## config.mk

```make
export PLATFORM = sky130hd
export DESIGN_NAME = lis3dh_ctrl
export DESIGN_NICKNAME = d
export VERILOG_FILES = /design/src/rtl/lis3dh_ctrl.sv
export SDC_FILE = /design/constraint.sdc
export NUM_CORES = 1
export LEC_CHECK = 0
export CAP_MARGIN = 5
export CELL_PAD_IN_SITES_DETAIL_PLACEMENT = 1
export CELL_PAD_IN_SITES_GLOBAL_PLACEMENT = 2
export CORE_MARGIN = 2
export CORE_UTILIZATION = 25
export CTS_BUF_LIST = sky130_fd_sc_hd__clkbuf_4 sky130_fd_sc_hd__clkbuf_8
export DETAILED_ROUTE_END_ITERATION = 16
export DONT_BUFFER_PORTS = 1
export GPL_ROUTABILITY_DRIVEN = 1
export GPL_TIMING_DRIVEN = 1
export PLACE_DENSITY = 0.48
export SLEW_MARGIN = 15
export SYNTH_ARGS = -nofsm -noshare
export SYNTH_HDL_FRONTEND = slang
export SYNTH_SLANG_ARGS = --single-unit
```

## constraint.sdc

```tcl
create_clock -name clk -period 6.6 [get_ports clk]
set_input_delay 1.32 -clock clk [delete_from_list [all_inputs] [get_ports clk]]
set_output_delay 1.32 -clock clk [all_outputs]
set_load 0.02 [all_outputs]
```

## src/rtl/lis3dh_ctrl.sv

```systemverilog
// LIS3DH command sequencer: boot wait, register config, WHO_AM_I check,
// then periodic X/Y/Z reads published as one atomic sample set.
module lis3dh_ctrl #(
    parameter int unsigned BOOT_CYCLES    = 50000,
    parameter int unsigned SAMPLE_CYCLES  = 100000,
    parameter int unsigned TIMEOUT_CYCLES = 1024,
    parameter logic [7:0]  CTRL_REG1_VAL  = 8'h57,
    parameter logic [7:0]  CTRL_REG4_VAL  = 8'h88,
    parameter logic [7:0]  WHO_AM_I_VAL   = 8'h33
) (
    input  logic               clk,
    input  logic               reset,
    input  logic               enable,
    input  logic               spi_done,
    input  logic [15:0]        spi_data_rx,
    output logic [23:0]        spi_data_tx,
    output logic               spi_data_tx_valid,
    output logic signed [15:0] accel_x,
    output logic signed [15:0] accel_y,
    output logic signed [15:0] accel_z,
    output logic               sample_valid,
    output logic               config_done,
    output logic               id_err,
    output logic               timeout_err
);
    localparam int unsigned CMAX =
        (BOOT_CYCLES > SAMPLE_CYCLES) ? BOOT_CYCLES : SAMPLE_CYCLES;
    localparam int CW = $clog2(CMAX + 1);
    localparam int TW = $clog2(TIMEOUT_CYCLES + 1);
    localparam logic [CW-1:0] BOOT_LAST = CW'(BOOT_CYCLES - 1);
    localparam logic [CW-1:0] SAMP_LAST = CW'(SAMPLE_CYCLES - 1);
    localparam logic [TW-1:0] TMO_LAST  = TW'(TIMEOUT_CYCLES - 1);

    typedef enum logic [3:0] {
        S_BOOT, S_CFG1, S_CFG4, S_CHK_ID, S_IDLE,
        S_RD_X, S_RD_Y, S_RD_Z, S_PUBLISH, S_ERROR
    } state_t;

    state_t        state_q, state_d;
    logic          wait_q, wait_d;
    logic [CW-1:0] cnt_q, cnt_d;
    logic [TW-1:0] tmo_q, tmo_d;
    logic          done_q;
    logic          done_rise;
    logic [23:0]   tx_q, tx_d;
    logic          tx_valid_q, tx_valid_d;
    logic [15:0]   sh_x_q, sh_x_d, sh_y_q, sh_y_d, sh_z_q, sh_z_d;
    logic [15:0]   ax_q, ax_d, ay_q, ay_d, az_q, az_d;
    logic          sample_valid_q, sample_valid_d;
    logic          config_done_q, config_done_d;
    logic          id_err_q, id_err_d;
    logic          timeout_err_q, timeout_err_d;
    logic [15:0]   rx_swap;

    function automatic logic [23:0] frame_of(state_t s);
        case (s)
            S_CFG1:   return {2'b00, 6'h20, CTRL_REG1_VAL, 8'h00};
            S_CFG4:   return {2'b00, 6'h23, CTRL_REG4_VAL, 8'h00};
            S_CHK_ID: return {2'b11, 6'h0F, 16'h0000};
            S_RD_X:   return {2'b11, 6'h28, 16'h0000};
            S_RD_Y:   return {2'b11, 6'h2A, 16'h0000};
            S_RD_Z:   return {2'b11, 6'h2C, 16'h0000};
            default:  return 24'h000000;
        endcase
    endfunction

    // Only a fresh 0->1 of spi_done completes a frame
    assign done_rise = spi_done & ~done_q;
    assign rx_swap   = {spi_data_rx[7:0], spi_data_rx[15:8]};

    always_comb begin
        state_d        = state_q;
        wait_d         = wait_q;
        cnt_d          = cnt_q;
        tmo_d          = tmo_q;
        tx_d           = tx_q;
        tx_valid_d     = 1'b0;
        sh_x_d         = sh_x_q;
        sh_y_d         = sh_y_q;
        sh_z_d         = sh_z_q;
        ax_d           = ax_q;
        ay_d           = ay_q;
        az_d           = az_q;
        sample_valid_d = 1'b0;
        config_done_d  = config_done_q;
        id_err_d       = id_err_q;
        timeout_err_d  = timeout_err_q;
        unique case (state_q)
            S_BOOT: begin
                if (cnt_q == BOOT_LAST) begin
                    state_d = S_CFG1;
                    cnt_d   = '0;
                end else begin
                    cnt_d = cnt_q + 1'b1;
                end
            end
            S_IDLE: begin
                if (cnt_q < SAMP_LAST) cnt_d = cnt_q + 1'b1;
                if (enable && cnt_q >= SAMP_LAST) state_d = S_RD_X;
            end
            S_PUBLISH: begin
                state_d = S_IDLE;
                if (cnt_q < SAMP_LAST) cnt_d = cnt_q + 1'b1;
            end
            S_ERROR: ;
            default: begin
                if (!wait_q) begin
                    wait_d = 1'b1;
                    tmo_d  = '0;
                end else if (done_rise) begin
                    wait_d = 1'b0;
                    case (state_q)
                        S_CFG1: state_d = S_CFG4;
                        S_CFG4: state_d = S_CHK_ID;
                        S_CHK_ID: begin
                            if (spi_data_rx[15:8] == WHO_AM_I_VAL) begin
                                config_done_d = 1'b1;
                                state_d       = S_IDLE;
                                cnt_d         = '0;
                            end else begin
                                id_err_d = 1'b1;
                                state_d  = S_ERROR;
                            end
                        end
                        S_RD_X: begin
                            sh_x_d  = rx_swap;
                            state_d = S_RD_Y;
                        end
                        S_RD_Y: begin
                            sh_y_d  = rx_swap;
                            state_d = S_RD_Z;
                        end
                        S_RD_Z: begin
                            sh_z_d  = rx_swap;
                            state_d = S_PUBLISH;
                            cnt_d   = '0;
                        end
                        default: ;
                    endcase
                end else if (tmo_q == TMO_LAST) begin
                    timeout_err_d = 1'b1;
                    wait_d        = 1'b0;
                    state_d       = S_ERROR;
                end else begin
                    tmo_d = tmo_q + 1'b1;
                end
            end
        endcase
        // Frame and strobe are registered together on entry to ISSUE
        if (state_d != state_q && state_d inside
            {S_CFG1, S_CFG4, S_CHK_ID, S_RD_X, S_RD_Y, S_RD_Z}) begin
            tx_d       = frame_of(state_d);
            tx_valid_d = 1'b1;
        end
        if (state_d == S_PUBLISH) begin
            ax_d           = sh_x_d;
            ay_d           = sh_y_d;
            az_d           = sh_z_d;
            sample_valid_d = 1'b1;
        end
        if (state_d == S_ERROR) config_done_d = 1'b0;
    end

    always_ff @(posedge clk or posedge reset) begin
        if (reset) begin
            state_q        <= S_BOOT;
            wait_q         <= 1'b0;
            cnt_q          <= '0;
            tmo_q          <= '0;
            done_q         <= 1'b0;
            tx_q           <= '0;
            tx_valid_q     <= 1'b0;
            sh_x_q         <= '0;
            sh_y_q         <= '0;
            sh_z_q         <= '0;
            ax_q           <= '0;
            ay_q           <= '0;
            az_q           <= '0;
            sample_valid_q <= 1'b0;
            config_done_q  <= 1'b0;
            id_err_q       <= 1'b0;
            timeout_err_q  <= 1'b0;
        end else begin
            state_q        <= state_d;
            wait_q         <= wait_d;
            cnt_q          <= cnt_d;
            tmo_q          <= tmo_d;
            done_q         <= spi_done;
            tx_q           <= tx_d;
            tx_valid_q     <= tx_valid_d;
            sh_x_q         <= sh_x_d;
            sh_y_q         <= sh_y_d;
            sh_z_q         <= sh_z_d;
            ax_q           <= ax_d;
            ay_q           <= ay_d;
            az_q           <= az_d;
            sample_valid_q <= sample_valid_d;
            config_done_q  <= config_done_d;
            id_err_q       <= id_err_d;
            timeout_err_q  <= timeout_err_d;
        end
    end

    assign spi_data_tx       = tx_q;
    assign spi_data_tx_valid = tx_valid_q;
    assign accel_x           = ax_q;
    assign accel_y           = ay_q;
    assign accel_z           = az_q;
    assign sample_valid      = sample_valid_q;
    assign config_done       = config_done_q;
    assign id_err            = id_err_q;
    assign timeout_err       = timeout_err_q;
endmodule

```

==> key figures <==
Worst setup path
  – CP Data Arrival Time: roughly 3500 ps
  – Max FO, Critical Path: 16
  – Max stage delay on crit path: 900 ps
  – CP top delay family: simple AND/OR/NAND/NOR gates
  – Worst EP required: around 6900 ps
  – Crit start category: input pin
  – Critical path endpoint category: flop
  – Critical-path cell list: and3b_1 -> nand4b_1 -> mux2_2 -> mux2_2
  – Crit-path most repeated cell: mux2_2
  – Crit. path cell count: 4
  – Slowest stage cell, crit path: nand4b_1
  – CP bufs+invs: 0
  – Critical path class: in2reg
  – Worst-case reg-to-reg path depth: 4

Yosys
  – Post-synthesis cell type count: roughly 70
  – Most used DFF post-synth: dfrtp_1
  – Avg Inst Size Synth: approximately 11 um^2
  – Post-synth ARST share: 1.00
  – Xor/xnor cell area share of the yosys netlist: 0.0120
  – Largest family of logic cells by synthesized area: simple AND/OR/NAND/NOR gates
  – Post-Synth Adder-Cell Area: 0.00429
  – Cells after Synth: around 520
  – Number of synthesized flops with an enable pin: 0
  – Synth top area share: 0.540
  – Sequential area share after synthesis: 0.540
  – Post-Synth Simple-Gate Area: 0.168
  – Warnings, synthesis: 0
  – Yosys reg bits: roughly 130
  – Top post-synthesis cells by area: dfrtp_1, mux2_2, nand2_1, o21ai_0, buf_4
  – Largest area contributor in the netlist: dfrtp_1
  – Synth Cell Area: 5830 um^2
  – Post-synthesis mux area share: 0.127
  – Compound-Gate Fraction of Synth Area: 0.0999

Global routing
  – Vias in the first global route: about 4400
  – First-pass GRT wire length: between 20000 and 25000 um
  – Pin count of the biggest net entering global routing: 69
  – Gr ovfl total: 0
  – Initial antenna violation count: 0
  – Global-route usage over all layers: 0.130

Cells and area
  – Layout cell share with drive strength beyond 1: 0.231
  – Final instance count without filler cells: 837
  – Fin nets: ~530
  – Antenna diodes: 0
  – Filler Cell Count: around 2500
  – Syn-to-layout area delta: 10.1%

Timing
  – Hold Vio Cnt, Final: 0
  – Final setup viols: 0
  – Final critical-path share of the clock period: 0.481
  – Setup TNS: 0 ps
  – Rel. slew slack: 0.291
  – RSZ-0062 raised after global routing: no
  – Final critical-path required period: between 3000 and 4000 ps
  – Count of final max-slew check failures: 0
  – Worst Skew: 12.1 ps
  – Fmax: between 300 and 400 MHz
  – Slew @ Worst Pin: ~1100 ps

Placed design
  – Routability cong.: approximately 0.74
  – PortBufs: 0
  – Placed insts: around 810
  – Half-perimeter wire length after placement: 9900 um

Floorplan
  – Row cnt: 55
  – Die area: around 25000 um^2
  – Core area: approximately 23000 um^2
  – Die height: approximately 160 um
  – Chip width: around 160 um
  – Num ports: 97
  – Initial core utilization: 0.256

Route
  – Wirelength per Cell: roughly 18 um
  – Antenna violation net count after detailed routing: 0
  – Vias: around 3800
  – First-pass DRT Iterations: 6
  – Starting DRC count in detailed routing: about 140
  – Drc violations: 0
  – Vias per cell: about 4.6
  – DRT Wirelength: 14900 um

Clock tree
  – H-tree Lvls: 4
  – Setup bufs post-CTS: 0
  – TritonCTS clock tree: built
  – Sinks on Clock Net: around 130
  – Hold Buf Count CTS: 0
  – Max clock buf depth: 2
  – CTS root buf: clkbuf_8
  – Clk Latency, worst-skew pair: between 400 and 500 ps
  – Clock transition at the registers of the reported paths: 80 ps
  – Num CTS Buffers: 17
  – Post_cts resized: 0

Status
  – Status: finished, final reports clean

Pwr
  – Pwr Total: between 2000 and 3000 uW
  – PwrDens: about 440 nW/um^2
  – Worst VDD drop: around 0.00013 V
  – Leakage: 0.00287 uW

Min path
  – Hold Path Class: reg2reg
  – Hold path cells: 1

Job
  – Max-Cap Viols: 0
## synthesized netlist by cell type (2+ instances only)
library cell and n:
nor3b_1 2, buf_2 7, clkbuf_1 11, o21ai_0 29, a31oi_1 5, nand3_2 2
nor4b_1 3, a21oi_1 15, nor3_1 13, buf_4 18, o32a_1 2, a22o_1 2
nand3_1 11, and3b_1 2, o22ai_1 2, nand4_1 5, inv_1 12, a21o_1 3
xnor2_1 5, nand2b_1 3, xor2_1 3, ha_1 2, or2_1 2, nand4bb_1 3
mux2_2 64, and4_1 3, nand2_1 80, o21bai_1 2, dfrtp_1 126, nor4b_2 2
o2bb2ai_1 3, nor2_1 27, or3_1 4, mux2i_1 2, nor2b_1 6, and3_1 3
o31ai_1 4
## kinds of logic (layout without fill, tap and decap cells)
kind of cell,count (synthesis),in the layout
buffers and inverters,51,47
adder cells (fa/ha/maj),2,2
multiplexers,66,66
AO/OA/AOI/OAI,81,81
other,1,10
XOR/XNOR,8,8
flip-flops,126,126
AND/OR/NAND/NOR,184,184
## layout by cell type (no fill, tap or decap), drive strengths merged, types with 3 or more instances in the layout
cell type	instances
nor3	14
dfrtp	126
inv	23
o2bb2ai	4
a21oi	15
nand4bb	3
conb	10
o31ai	4
nand2b	3
nand4	6
or2	3
and4	3
nor2	27
xnor2	5
nand3	14
nand2	80
a21o	3
or3	6
a22o	3
and3	3
nor2b	6
o21ai	31
clkbuf	17
mux2	64
clkinvlp	3
xor2	3
a31oi	5
nor4b	5
## worst reg2reg max path, cell delays in order, from the launching register on
cell	delay, ps
dfrtp_1	690
nor2b_1	520
nand4b_1	920
mux2_2	630
mux2_2	270
## per-layer routing
| metal | routed length [um] | track usage | vias up | part of all wire |
|---|---|---|---|---|
| met5 | 0 | 0 | - | 0 |
| met2 | 6950 | 0.207 | 78 | 0.47 |
| li1 | - | - | 1788 | - |
| met3 | 1020 | 0.0507 | 11 | 0.069 |
| met1 | 6750 | 0.164 | 1948 | 0.45 |
| met4 | 153 | 0.0393 | 0 | 0.010 |
## per-stage QoR
step	setup slack (ps)	hold WS (ps)	area, um^2	utilization
after floorplan	1920	467	5870	-
after global placement	2860	474	6050	0.266
after detailed placement	2870	479	6050	0.266
after CTS	3380	501	6430	0.282
after global routing	3190	511	6430	0.282
final	3420	496	6430	0.282
## state kept, by name, indices dropped and copies added, names as in the netlist, 4 cells and up
name and cells:
accel_x 16, accel_y 16, accel_z 16, cnt_q 17, sh_x_q 16, sh_y_q 16, spi_data_tx 7, state_q 4
tmo_q 11
## layout make-up
type / instances / area (um^2) / share of cell area
clock buffers: 17 / 234 / 0.0364
clock inverters: 15 / 139 / 0.0216
inverters: 13 / 58.8 / 0.00915
multi-input cells: 351 / 2430 / 0.379
flip-flops and latches: 126 / 3150 / 0.491
well taps: 313 / 392 / 0.0609
repair buffers: 2 / 15.0 / 0.00234
## worst paths after layout
path,endpoint,from,slack (ps)
hold / removal,sh_y_q[6]$_DFF_PP0_,sh_y_q[6]$_DFF_PP0_,500
max in group asynchronous,cnt_q[12]$_DFFE_PP0P_,reset,4520
min in group asynchronous,accel_x[1]$_DFFE_PP0P_,reset,830
hold reg to reg,sh_y_q[6]$_DFF_PP0_,sh_y_q[6]$_DFF_PP0_,500
setup / recovery,accel_y[4]$_DFFE_PP0P_,spi_done,3420
setup reg to reg,accel_y[4]$_DFFE_PP0P_,state_q[2]$_DFF_PP0_,3470
## power by group
group	leakage [uW]	switching [uW]	internal, uW
Combinational	0.00101	412	321
Sequential	0.00168	408	1030
Clock	0.000186	386	280
No activity file was read; power rests on OpenSTA's default activity.
